### src/rtl/fft_pkg.sv
// Shared constants, state encoding and helpers for the FFT frame driver.
package fft_pkg;

  localparam int N     = 64;
  localparam int LOG2N = 6;

  localparam int RE_MSB = 31;
  localparam int RE_LSB = 16;
  localparam int IM_MSB = 15;
  localparam int IM_LSB = 0;

  typedef enum logic [2:0] {
    CLEAR,
    LOAD,
    START,
    WAIT,
    READ,
    REPORT
  } fft_drv_state_t;

  function automatic logic [LOG2N-1:0] bitrev6(input logic [LOG2N-1:0] idx);
    return {idx[0], idx[1], idx[2], idx[3], idx[4], idx[5]};
  endfunction

endpackage

### src/rtl/fft_frame_driver_if.sv
// Sample stream, FFT core control/data and peak report bundled for the driver.
interface fft_frame_driver_if;
  import fft_pkg::*;

  logic [15:0]      sample_in;
  logic             sample_valid;
  logic             sample_ready;
  logic             fft_reset;
  logic             fft_load;
  logic [LOG2N-1:0] fft_load_address;
  logic [31:0]      fft_data_in;
  logic             fft_start;
  logic             fft_done;
  logic [31:0]      fft_data_out;
  logic [LOG2N-1:0] peak_bin;
  logic [16:0]      peak_mag;
  logic             result_valid;
  logic             busy;

  modport master (
    input  sample_in, sample_valid, fft_done, fft_data_out,
    output sample_ready, fft_reset, fft_load, fft_load_address, fft_data_in,
           fft_start, peak_bin, peak_mag, result_valid, busy
  );

  modport slave (
    output sample_in, sample_valid, fft_done, fft_data_out,
    input  sample_ready, fft_reset, fft_load, fft_load_address, fft_data_in,
           fft_start, peak_bin, peak_mag, result_valid, busy
  );

endinterface

### src/rtl/bin_magnitude.sv
// Cheap magnitude estimate |re|+|im| of one FFT result bin.
module bin_magnitude
  import fft_pkg::*;
(
  input  logic [31:0] bin_word,
  output logic [16:0] mag
);

  logic [15:0] re;
  logic [15:0] im;
  logic [15:0] abs_re;
  logic [15:0] abs_im;

  // Absolute values are kept unsigned so -32768 maps to 32768 without wrapping.
  always_comb begin
    re     = bin_word[RE_MSB:RE_LSB];
    im     = bin_word[IM_MSB:IM_LSB];
    abs_re = re[15] ? (~re + 16'd1) : re;
    abs_im = im[15] ? (~im + 16'd1) : im;
    mag    = {1'b0, abs_re} + {1'b0, abs_im};
  end

endmodule

### src/rtl/fft_frame_driver.sv
// Host sequencer for the 64-point FFT core: loads a frame, starts the core,
// scans the returned bins and reports the in-band magnitude peak.
module fft_frame_driver
  import fft_pkg::*;
#(
  parameter int BIT_REVERSE = 0,
  parameter int READ_LAT    = 1,
  parameter int MIN_BIN     = 1,
  parameter int MAX_BIN     = 31
) (
  input  logic               clk,
  input  logic               reset,
  fft_frame_driver_if.master bus
);

  fft_drv_state_t   state;
  fft_drv_state_t   next_state;

  logic [LOG2N-1:0] sample_count;
  logic [15:0]      read_offset;
  logic [15:0]      offset_now;
  logic [LOG2N-1:0] bin_index;
  logic [16:0]      bin_mag;
  logic [16:0]      max_mag;
  logic [LOG2N-1:0] max_bin;

  logic             handshake;
  logic             sample_now;
  logic             bin_last;
  logic             in_band;
  logic             new_max;

  logic             sample_ready;
  logic             busy;
  logic             fft_reset;

  logic             load_q;
  logic [LOG2N-1:0] load_address_q;
  logic [31:0]      data_in_q;
  logic             start_q;
  logic [LOG2N-1:0] peak_bin_q;
  logic [16:0]      peak_mag_q;
  logic             result_valid_q;

  bin_magnitude u_bin_magnitude (
    .bin_word (bus.fft_data_out),
    .mag      (bin_mag)
  );

  always_ff @(posedge clk) begin
    if (reset) state <= CLEAR;
    else       state <= next_state;
  end

  always_comb begin
    next_state = state;
    case (state)
      CLEAR:  next_state = LOAD;
      LOAD:   if (handshake && (sample_count == LOG2N'(N - 1))) next_state = START;
      START:  next_state = WAIT;
      WAIT:   if (bus.fft_done) next_state = READ;
      READ:   if (bin_last) next_state = REPORT;
      REPORT: next_state = CLEAR;
      default: next_state = CLEAR;
    endcase
  end

  // Ready is masked by reset so nothing is accepted while a frame is being discarded.
  always_comb begin
    sample_ready = (state == LOAD) && !reset;
    busy         = !sample_ready;
    fft_reset    = reset || (state == CLEAR);
    handshake    = bus.sample_valid && sample_ready;
  end

  // read_offset counts cycles since fft_done was first seen; bins arrive READ_LAT later.
  always_comb begin
    offset_now = (state == WAIT) ? 16'd0 : read_offset;
    sample_now = ((state == READ) && (read_offset >= 16'(READ_LAT))) ||
                 ((state == WAIT) && bus.fft_done && (READ_LAT == 0));
    bin_index  = LOG2N'(offset_now - 16'(READ_LAT));
    bin_last   = sample_now && (bin_index == LOG2N'(N - 1));
    in_band    = (int'(bin_index) >= MIN_BIN) && (int'(bin_index) <= MAX_BIN);
    new_max    = sample_now && in_band && (bin_mag > max_mag);
  end

  always_ff @(posedge clk) begin
    if (reset) begin
      sample_count   <= '0;
      read_offset    <= '0;
      max_mag        <= '0;
      max_bin        <= LOG2N'(MIN_BIN);
      load_q         <= 1'b0;
      load_address_q <= '0;
      data_in_q      <= '0;
      start_q        <= 1'b0;
      peak_bin_q     <= '0;
      peak_mag_q     <= '0;
      result_valid_q <= 1'b0;
    end else begin
      load_q         <= handshake;
      start_q        <= (state == START);
      result_valid_q <= bin_last;

      if (handshake) begin
        load_address_q <= (BIT_REVERSE != 0) ? bitrev6(sample_count) : sample_count;
        data_in_q      <= {bus.sample_in, 16'h0000};
        sample_count   <= sample_count + 1'b1;
      end

      case (state)
        CLEAR: begin
          sample_count <= '0;
          read_offset  <= '0;
          max_mag      <= '0;
          max_bin      <= LOG2N'(MIN_BIN);
        end
        WAIT:    if (bus.fft_done) read_offset <= 16'd1;
        READ:    read_offset <= read_offset + 16'd1;
        default: ;
      endcase

      // Strictly-greater update keeps the lowest index on ties.
      if (new_max) begin
        max_mag <= bin_mag;
        max_bin <= bin_index;
      end

      if (bin_last) begin
        peak_bin_q <= new_max ? bin_index : max_bin;
        peak_mag_q <= new_max ? bin_mag   : max_mag;
      end
    end
  end

  assign bus.sample_ready     = sample_ready;
  assign bus.busy             = busy;
  assign bus.fft_reset        = fft_reset;
  assign bus.fft_load         = load_q;
  assign bus.fft_load_address = load_address_q;
  assign bus.fft_data_in      = data_in_q;
  assign bus.fft_start        = start_q;
  assign bus.peak_bin         = peak_bin_q;
  assign bus.peak_mag         = peak_mag_q;
  assign bus.result_valid     = result_valid_q;

endmodule
### src/flat_wrapper.sv
// flat-port wrapper written by rule: the top's interface ports become plain ports
module fft_frame_driver_flat import fft_pkg::*;
#(
  parameter int BIT_REVERSE = 0,
  parameter int READ_LAT    = 1,
  parameter int MIN_BIN     = 1,
  parameter int MAX_BIN     = 31
)
  (clk, reset, bus_sample_in, bus_sample_valid, bus_fft_done, bus_fft_data_out, bus_sample_ready, bus_fft_reset, bus_fft_load, bus_fft_load_address, bus_fft_data_in, bus_fft_start, bus_peak_bin, bus_peak_mag, bus_result_valid, bus_busy);
  fft_frame_driver_if bus_i ();
  input  logic clk;
  input  logic reset;
  input wire logic [$bits(bus_i.sample_in)-1:0] bus_sample_in;
  input wire logic [$bits(bus_i.sample_valid)-1:0] bus_sample_valid;
  input wire logic [$bits(bus_i.fft_done)-1:0] bus_fft_done;
  input wire logic [$bits(bus_i.fft_data_out)-1:0] bus_fft_data_out;
  output wire logic [$bits(bus_i.sample_ready)-1:0] bus_sample_ready;
  output wire logic [$bits(bus_i.fft_reset)-1:0] bus_fft_reset;
  output wire logic [$bits(bus_i.fft_load)-1:0] bus_fft_load;
  output wire logic [$bits(bus_i.fft_load_address)-1:0] bus_fft_load_address;
  output wire logic [$bits(bus_i.fft_data_in)-1:0] bus_fft_data_in;
  output wire logic [$bits(bus_i.fft_start)-1:0] bus_fft_start;
  output wire logic [$bits(bus_i.peak_bin)-1:0] bus_peak_bin;
  output wire logic [$bits(bus_i.peak_mag)-1:0] bus_peak_mag;
  output wire logic [$bits(bus_i.result_valid)-1:0] bus_result_valid;
  output wire logic [$bits(bus_i.busy)-1:0] bus_busy;
  assign bus_i.sample_in = bus_sample_in;
  assign bus_i.sample_valid = bus_sample_valid;
  assign bus_i.fft_done = bus_fft_done;
  assign bus_i.fft_data_out = bus_fft_data_out;
  assign bus_sample_ready = bus_i.sample_ready;
  assign bus_fft_reset = bus_i.fft_reset;
  assign bus_fft_load = bus_i.fft_load;
  assign bus_fft_load_address = bus_i.fft_load_address;
  assign bus_fft_data_in = bus_i.fft_data_in;
  assign bus_fft_start = bus_i.fft_start;
  assign bus_peak_bin = bus_i.peak_bin;
  assign bus_peak_mag = bus_i.peak_mag;
  assign bus_result_valid = bus_i.result_valid;
  assign bus_busy = bus_i.busy;
  fft_frame_driver #(.BIT_REVERSE(BIT_REVERSE), .READ_LAT(READ_LAT), .MIN_BIN(MIN_BIN), .MAX_BIN(MAX_BIN)) u_core (.clk(clk), .reset(reset), .bus(bus_i));
endmodule
### config.mk
export PLATFORM = sky130hd
export DESIGN_NAME = fft_frame_driver_flat
export DESIGN_NICKNAME = d
export VERILOG_FILES = /design/src/rtl/fft_pkg.sv /design/src/rtl/fft_frame_driver_if.sv /design/src/rtl/bin_magnitude.sv /design/src/rtl/fft_frame_driver.sv /design/src/flat_wrapper.sv
export SDC_FILE = /design/constraint.sdc
export NUM_CORES = 1
export LEC_CHECK = 0
export BUFFER_PORTS_ARGS = -buffer_cell sky130_fd_sc_hd__buf_2
export CORE_MARGIN = 5
export CORE_UTILIZATION = 60
export DETAILED_ROUTE_END_ITERATION = 8
export PLACE_DENSITY_LB_ADDON = 0.25
export SLEW_MARGIN = 25
export SYNTH_ARGS = -nofsm -noshare
export SYNTH_HDL_FRONTEND = slang
export SYNTH_SLANG_ARGS = --single-unit
### constraint.sdc
create_clock -name clk -period 12.45 [get_ports clk]
set_input_delay 2.49 -clock clk [delete_from_list [all_inputs] [get_ports clk]]
set_output_delay 2.49 -clock clk [all_outputs]
set_load 0.005 [all_outputs]
==> results of run 1 <==
==> cells by family after synthesis <==
kind of cell               synth area share, %
AOI/OAI and AO/OA                         16.5
xor gates and xnor gates                  7.71
adders and majority gates                 9.06
buffers and inverters                     7.36
DFF                                       31.9
muxes                                     3.49
other                                   0.0623
and+or+nand+nor                           23.9
==> sequential cells by signal, summed over array words and instances, names as in the netlist, 3 cells and up <==
name	count
u_core.bus.peak_mag	17
u_core.bus.fft_load_address	6
u_core.bus.peak_bin	6
u_core.read_offset	16
u_core.max_mag	17
u_core.max_bin	6
u_core.sample_count	6
u_core.bus.fft_data_in	16
u_core.state	3
==> worst min-delay path by stage <==
stage / startpoint / end / slack [ps] / cells after the start
2_1_floorplan: u_core.max_bin[5] / u_core.max_bin[5] / 430 / 2
3_3_place_gp: u_core.max_bin[5] / u_core.max_bin[5] / 440 / 2
3_5_place_dp: u_core.bus.fft_load_address[3] / u_core.bus.fft_load_address[3] / 450 / 2
4_1_cts: u_core.bus.fft_load_address[3] / u_core.bus.fft_load_address[3] / 460 / 2
5_1_grt: u_core.bus.fft_load_address[3] / u_core.bus.fft_load_address[3] / 480 / 2
6_report: u_core.bus.fft_load_address[3] / u_core.bus.fft_load_address[3] / 460 / 2
==> layout make-up <==
type	count	share of cell area, %
repair buffers	109	8.38
clock inverters	7	0.949
well taps	133	2.48
multi-input cells	562	55.5
clock buffers	9	1.84
flip-flops and latches	96	28.6
inverters	40	2.23
==> through the flow <==
| stage | instance area [um2] | hold slack [ps] | std cells |
|---|---|---|---|
| 5_1_grt | 6720 | 480 | 956 |
| 3_5_place_dp | 6540 | 449 | 940 |
| 6_report | 6720 | 463 | 956 |
| 4_1_cts | 6720 | 464 | 956 |
| 3_3_place_gp | 6540 | 437 | 940 |
| 2_1_floorplan | 6070 | 429 | 752 |
==> critical path: cells and delay by family <==
| kind | cells | cell delay, ps |
|---|---|---|
| buffers and inverters | 3 | 580 |
| adder cells (fa/ha/maj) | 3 | 780 |
| XOR/XNOR | 1 | 150 |
| AND/OR/NAND/NOR | 7 | 1680 |
| AO/OA/AOI/OAI | 7 | 2160 |
==> per-layer routing <==
layer	vias up	wire, um	share of wire, %	track usage (%)
met5	-	0	0	0
met4	0	251	1.9	6.33
met3	22	721	5.4	4.60
met2	139	6370	48	38.0
met1	2518	6020	45	29.8
li1	2722	-	-	-
==> power by group through the flow <==
stage	clock [mW]	sequential, mW	combinational, mW
after floorplan	0	0.322	0.169
after global placement	0	0.323	0.216
after detailed placement	0	0.323	0.224
after CTS	0.199	0.316	0.225
after global routing	0.212	0.318	0.257
final	0.194	0.316	0.227
==> cells in the final DEF, fill, tap and decap left out, types with 7 or more instances in the layout <==
master | synthesis | layout
nand4_1 | 15 | 15
nand3b_1 | 21 | 21
or3_1 | 9 | 9
clkbuf_8 | 0 | 9
ha_1 | 42 | 42
nand3_1 | 25 | 25
a21o_1 | 7 | 7
nand2_1 | 87 | 87
a211o_1 | 14 | 14
xor2_1 | 22 | 22
nor3_1 | 11 | 10
o31ai_1 | 7 | 7
mux2i_1 | 21 | 21
buf_4 | 18 | 7
xnor2_1 | 31 | 31
buf_2 | 6 | 102
inv_1 | 40 | 40
dfxtp_1 | 96 | 96
a21oi_1 | 47 | 47
nor2_1 | 62 | 62
o21ai_0 | 25 | 25
conb_1 | 1 | 16
nand2b_1 | 7 | 7
==> results.toml, run 1 <==
[flow_run]
drv_cap = 0

[cts]
cts_sinks = 96
cts_tree = "built"
post_cts_buffers = 0
clk_pin_slew_ps = 100
cts_root_buffer = "clkbuf_8"
clock_path_buffers = 2
cts_resized = 0
cts.htree.levels = 3
clock_latency_ps = 360
hold_buffers = 0
numCtsBuffers = 9

[pwr]
combPwrFrac_pct = 30.8
p_seq_share_pct = 42.9
p_int_mw = 0.475
power_switching_mw = 0.262
clockPowerShare_pct = 26.3
swShare_pct = 35.6
leakagePower_nw = 2.86
finalPower_mw = 0.737
p_per_area_nw_per_um2 = 110
ir_drop_mv = 0.0862

[critical_path]
cpMostUsedCell = "ha_1"
r2r_end = "u_core.max_mag[15]"
critPathLaunchType = "input port"
crit_fanout = 24
crit_end = "u_core.bus.peak_bin[0]"
crit_required_ps = 12720
r2r_slack_ps = 9330
cp.arrival_ps = 7850
crit_chain = "buf_2 > inv_1 > ha_1 > nand2_1 > or3_1 > o31ai_1 > xnor2_1 > ha_1 > and3_1 > or2_2 > a311o_1 > a31o_2 > a211oi_1 > nor2_1 > ha_1 > nand4_1 > or4_1 > o221ai_2 > buf_4 > a21oi_1 > o41ai_1"
criticalPathCategory = "input port to register"
slowest_delay_ps = 580
cpMaxStageDelayCell = "o221ai_2"
reg2reg_from = "u_core.state[1]"
endpoint_kind = "register"
rr_worst_depth = 9
startpoint = "bus_fft_data_out[1]"

[floorplanning]
dieArea_um2 = 12100
start_util_pct = 61.6
ioPinCount = 119
coreArea_um2 = 9770
core.rowCount = 36
die_w_um = 110
dieHeight_um = 110

[global_routing]
grt_max_degree = 81
grt_pass1_vias = 5067
grt_pass1_wl_um = 22700
antenna_found_initial = 0
grt-ovfl-total = 0
grt_util_all_layers_pct = 22.7

[sta]
worstMarginPinSlew_ps = 837
final_hold_viol_count = 0
max_freq_mhz = 132
finalCritPeriodShare_pct = 60.9
fin_crit_ps = 7580
setup_slack_ps = 4870
clock_skew_ps = 8.30
setup_viol = 0
fin_tns_setup_ps = 0
slew_headroom_pct = 44.1
slew_viol_final = 0
rsz0062_at_grt = "no"

[placed_design]
post-place-ws_ps = 4570
routabilityCongestion = 0.939
hpwl_um = 10100
portBuffers = 102

[yosys]
synth.largest_area_cell = "dfxtp_1"
ys_types = 62
yosysSeqAreaShare_pct = 31.9
synth_area_leaders = "dfxtp_1, ha_1, nand2_1"
syn_inst = 737
avgSynthCellArea_um2 = 8.17
synth_top_area_share_pct = 31.9
ys.flop_type = "dfxtp_1"
netlist_area_um2 = 6020
ys_top_cells_by_count = "dfxtp_1, nand2_1, nor2_1"
synth_edf_count = 0
ys_ff_latch = 96
synthArstFlopShare_pct = 0
synth_warnings = 0
yosysMostFrequentCell = "dfxtp_1"

[final_layout]
diodes = 0
regArea_um2 = 1920
multi_input_area_um2 = 3730
final_nets = 913
fill_cells = 817
area_delta_synth_final_pct = 11.7
final_util_pct = 68.8
drive_gt1_share_pct = 17.5

[outcome]
outcome = "finished, final reports clean"

[detailed_routing]
dr.first_iter.drc_count = 312
via_per_inst = 5.65
firstDrtPassIters = 5
num_vias = 5401
wl_per_cell_um = 14.0
wl_um = 13400
drcViolationCount = 0
ant_nets = 0

[worst_hold_path]
hold_path.class = "register to register"
(Power assumes the default switching activity.)
==> run 2, diff against run 1 <==
Settings changed: ABC_AREA set to 1, CORE_UTILIZATION 60 to 56.
Clock period 12.45 ns to 7.9 ns, I/O delays scaled along.
==> run 2 against run 1 <==
Die area increased by 9.5%; combinational power increased to 2.6 times the previous value; setup slack got worse by 2800 ps; sequential cell count unchanged; largest cell class unchanged.
==> results.toml, run 2 <==
[outcome]
outcome = "finished, final reports clean"

[pwr]
ir_drop_mv = 0.107
p_per_area_nw_per_um2 = 216
clockPowerShare_pct = 23.5
p_int_mw = 0.901
leakagePower_nw = 3.25
power_switching_mw = 0.584
swShare_pct = 39.3
combPwrFrac_pct = 39.7
p_seq_share_pct = 36.8

[critical_path]
criticalPathCategory = "input port to register"
rr_worst_depth = 11
cp.arrival_ps = 5990
r2r_end = "u_core.max_mag[15]"
critPathBufInv = 4
slowest_delay_ps = 440
critPathLaunchType = "input port"
crit_end = "u_core.max_mag[15]"
crit_family = "simple AND/OR/NAND/NOR gates"
endpoint_kind = "register"
crit_required_ps = 8110
cpMaxStageDelayCell = "nor2_4"
startpoint = "bus_fft_data_out[1]"
r2r_slack_ps = 5200
reg2reg_from = "u_core.state[2]"
crit_fanout = 23
cpMostUsedCell = "nor2_1"
cp_num_cells = 27

[yosys]
synth_edf_count = 0
ys.flop_type = "dfxtp_1"
yosysMostFrequentCell = "nand2_1"
ys_ff_latch = 96
synth_warnings = 0
avgSynthCellArea_um2 = 6.95
yosysSeqAreaShare_pct = 31.0
synth.largest_area_cell = "dfxtp_1"
synth_area_leaders = "dfxtp_1, nand2_1, ha_1"
syn_inst = 893
ys_top_cells_by_count = "nand2_1, inv_1, dfxtp_1"
synth_top_area_share_pct = 31.0
netlist_area_um2 = 6200
ys_types = 46
synthArstFlopShare_pct = 0

[sta]
setup_viol = 0
rsz0062_at_grt = "no"
final_hold_viol_count = 0
finalCritPeriodShare_pct = 73.2
fin_crit_ps = 5780
fin_tns_setup_ps = 0
max_freq_mhz = 173
slew_headroom_pct = 43.8
fin_hold_ws_ps = 463
worstMarginPinSlew_ps = 843
slew_viol_final = 0
clock_skew_ps = 5.88

[cts]
clock_latency_ps = 360
cts_sinks = 96
clock_path_buffers = 2
clk_pin_slew_ps = 90
numCtsBuffers = 9
cts_root_buffer = "clkbuf_8"
cts_resized = 0
hold_buffers = 0
post_cts_buffers = 0
cts.htree.levels = 3
cts_tree = "built"

[final_layout]
drive_gt1_share_pct = 17.1
final_nets = 1074
regArea_um2 = 1920
fill_cells = 1019
layout_common_cells = "nand2_1, inv_1, buf_2, dfxtp_1, nand3_1"
final_common_cell = "nand2_1"
multi_input_area_um2 = 3630
diodes = 0
postLayoutCellArea_um2 = 6880
area_delta_synth_final_pct = 10.9

[placed_design]
placed_cell_area_um2 = 6660
routabilityCongestion = 0.887
portBuffers = 102
hpwl_um = 10400

[global_routing]
grt_util_all_layers_pct = 20.6
grt_max_degree = 40
grt_pass1_vias = 5241
grt-ovfl-total = 0
antenna_found_initial = 0
grt_pass1_wl_um = 23000

[detailed_routing]
wl_per_cell_um = 11.9
dr.first_iter.drc_count = 313
via_per_inst = 5.08
ant_nets = 0
firstDrtPassIters = 5
drcViolationCount = 0
num_vias = 5705
wl_um = 13400

[flow_run]
drv_cap = 0

[floorplanning]
dieHeight_um = 115
die_w_um = 115
core.rowCount = 38
ioPinCount = 119
start_util_pct = 57.2
dieArea_um2 = 13300
coreArea_um2 = 10800

[worst_hold_path]
hold_path.class = "register to register"
-- run 2: cell count changes after synthesis, sizes merged, moves of 15 or more --
cell    delta
xnor2     -26
mux2i     -21
nand2    +123
o21ai     +35
inv       +67
a21oi     +30
nand3     +64
nand3b    -15
-- run 2: layout make-up --
type / count / area share (%)
multi-input cells: 661 / 52.8
flip-flops and latches: 96 / 27.9
repair buffers: 104 / 7.64
inverters: 107 / 5.91
well taps: 140 / 2.55
clock buffers: 9 / 1.80
clock inverters: 7 / 1.36
-- run 2: how the worst min path moves through the flow --
stage,endpoint,slack [ps],depth (start not counted),startpoint
2_1_floorplan,u_core.bus.peak_bin[3],420,2,u_core.max_bin[3]
3_5_place_dp,u_core.bus.peak_bin[3],450,2,u_core.max_bin[3]
4_1_cts,u_core.bus.peak_bin[3],460,2,u_core.max_bin[3]
5_1_grt,u_core.max_bin[5],500,2,u_core.max_bin[5]
3_3_place_gp,u_core.bus.peak_bin[3],440,2,u_core.max_bin[3]
6_report,u_core.bus.peak_bin[3],460,2,u_core.max_bin[3]
-- run 2: worst min-delay path: stages (launching register included) --
cell     delay, ps
dfxtp_1        330
nand2_1         60
nand2_1         40
-- run 2: layer usage --
metal,vias to the layer above,part of all wire (%),global-route usage (%)
met4,0,0.87,4.46
met5,-,0,0
met2,139,45,35.0
li1,3042,-,-
met3,10,6.7,3.79
met1,2514,48,27.3
-- run 2: power by group through the flow --
stage,Combinational (mW),Clock (mW),Sequential [mW]
after global placement,0.579,0,0.557
after detailed placement,0.589,0,0.558
final,0.590,0.349,0.547
after CTS,0.592,0.361,0.546
after floorplan,0.456,0,0.556
after global routing,0.682,0.379,0.552
-- run 2: stage by stage --
stage | util [%] | total power, mW | worst slack (ps) | cells
5_1_grt | 63.5 | 1.61 | 1460 | 1124
3_3_place_gp | 61.5 | 1.14 | 1990 | 1108
3_5_place_dp | 61.5 | 1.15 | 1760 | 1108
4_1_cts | 63.5 | 1.50 | 2130 | 1124
2_1_floorplan | - | 1.01 | 2800 | 908
6_report | 63.5 | 1.49 | 2120 | 1124
-- run 2: cells by family after synthesis --
family | after synthesis | synth area share (%)
compound gates | 149 | 13.4
xor+xnor | 35 | 4.94
fa+ha+maj | 43 | 8.79
buf+inv | 151 | 11.4
flops | 96 | 31.0
other cells | 1 | 0.0605
simple gates | 418 | 30.5
==> run 3, diff against run 2 <==
Settings changed: CORE_UTILIZATION 56 to 51.
Clock period 7.9 ns to 4.85 ns, I/O delays scaled along.
==> run 3 against run 2 <==
Sequential share of layout area shrank 1.6 points; setup slack lost 1700 ps; non-clock buffer count up 28; count of clock-buffer cells in the layout grew 3; critical path depth is 1 higher; hold slack worse by 0.98 ps; via count up 2.3%; global-route usage shrank 1.0 points; cell count up 3.1%; clock power up 92%; combinational power grew 75%; core utilization down 2.5 points; critical endpoint is now u_core.max_mag[7]; largest cell class unchanged.
==> results.toml, run 3 (same netlist as run 2, synthesis figures left out) <==
[global_routing]
grt_pass1_vias = 5427
grt_pass1_wl_um = 23900
grt-ovfl-total = 0
grt_util_all_layers_pct = 19.6
antenna_found_initial = 0
grt_max_degree = 40

[pwr]
p_per_area_nw_per_um2 = 355
ir_drop_mv = 0.170
leakagePower_nw = 3.44
finalPower_mw = 2.59

[cts]
numCtsBuffers = 9
hold_buffers = 0
cts.htree.levels = 3
cts_root_buffer = "clkbuf_16"
cts_sinks = 96
clk_pin_slew_ps = 60
cts_tree = "built"
clock_latency_ps = 340
clock_path_buffers = 2

[final_layout]
final_nets = 1102
area_delta_synth_final_pct = 17.5
layout_common_cells = "nand2_1, buf_2, inv_1, dfxtp_1, nand3_1"
diodes = 0
fill_cells = 1141
final_cells = 1159
drive_gt1_share_pct = 21.8
final_common_cell = "nand2_1"
postLayoutCellArea_um2 = 7290

[floorplanning]
dieArea_um2 = 14500
core.rowCount = 40
ioPinCount = 119
dieHeight_um = 120
die_w_um = 120
start_util_pct = 51.9
coreArea_um2 = 12000

[critical_path]
slowest_delay_ps = 370
critPathBufInv = 5
cpMaxStageDelayCell = "ha_1"
endpoint_kind = "register"
critPathLaunchType = "input port"
crit_fanout = 14
crit_required_ps = 5120
crit_family = "simple AND/OR/NAND/NOR gates"
cp.arrival_ps = 4730
criticalPathCategory = "input port to register"
cpMostUsedCell = "nand2_1"

[detailed_routing]
wl_um = 14300
dr.first_iter.drc_count = 327
num_vias = 5838
ant_nets = 0
firstDrtPassIters = 5
via_per_inst = 5.04
wl_per_cell_um = 12.3
drcViolationCount = 0

[placed_design]
routabilityCongestion = 0.869
place_inst = 1142
portBuffers = 102
post-place-ws_ps = -56.1
placed_cell_area_um2 = 6890
hpwl_um = 11000

[sta]
max_freq_mhz = 224
fin_tns_setup_ps = 0
slew_viol_final = 0
finalCritPeriodShare_pct = 92.1
slew_headroom_pct = 40.5
setup_viol = 0
final_hold_viol_count = 0
clock_skew_ps = 8.26
fin_crit_ps = 4470
setup_slack_ps = 384
worstMarginPinSlew_ps = 892

[outcome]
outcome = "finished, final reports clean"

[flow_run]
drv_cap = 0

[worst_hold_path]
hold_path.class = "register to register"
-- run 3: stage by stage --
stage          util (%)  hold WS [ps]
6_report           61.0           462
5_1_grt            61.0           492
4_1_cts            60.0           462
3_5_place_dp       57.6           438
3_3_place_gp       57.6           437
2_1_floorplan         -           420
-- run 3: cell type report --
type / instances / area (um2) / share of cell area (%)
Sequential cell: 96 / 1920 / 26.4
Inverter: 107 / 407 / 5.58
Multi-Input combinational cell: 661 / 3740 / 51.3
Clock buffer: 12 / 256 / 3.52
Tap cell: 147 / 184 / 2.52
Timing Repair Buffer: 132 / 752 / 10.3
Clock inverter: 4 / 27.5 / 0.377
-- run 3: worst min-delay path, delay by kind of cell, from the launching register on --
kind	cells	cell delay (ps)
AND/OR/NAND/NOR	1	60
flip-flops	1	310
AO/OA/AOI/OAI	1	50
-- run 3: repair_timing --
action	CTS	global route
setup endpoints to repair	0	23
resized for setup	0	29
setup buffers	0	1
-- run 3: final timing paths --
kind                                from  slack [ps]  cells after the start                endpoint
setup / recovery     bus_fft_data_out[1]         380                     28       u_core.max_mag[7]
hold / removal    u_core.bus.peak_bin[0]         460                      2  u_core.bus.peak_bin[0]
setup reg to reg         u_core.state[0]        2280                     11         u_core.state[1]
hold reg to reg   u_core.bus.peak_bin[0]         460                      2  u_core.bus.peak_bin[0]
-- run 3: routing by layer --
layer	vias up	track usage (%)	wire length [um]
met3	15	3.88	853
met2	131	32.7	6480
met4	0	5.31	191
li1	3097	-	-
met1	2595	25.8	6780
met5	-	0	0
-- run 3: where the power goes --
group	total [mW]	leakage, nW	switching [mW]	internal (mW)
logic	1.03	2.52	0.658	0.370
clock network	0.669	0.143	0.293	0.377
registers	0.895	0.776	0.0486	0.846
total	2.59	3.44	0.999	1.59
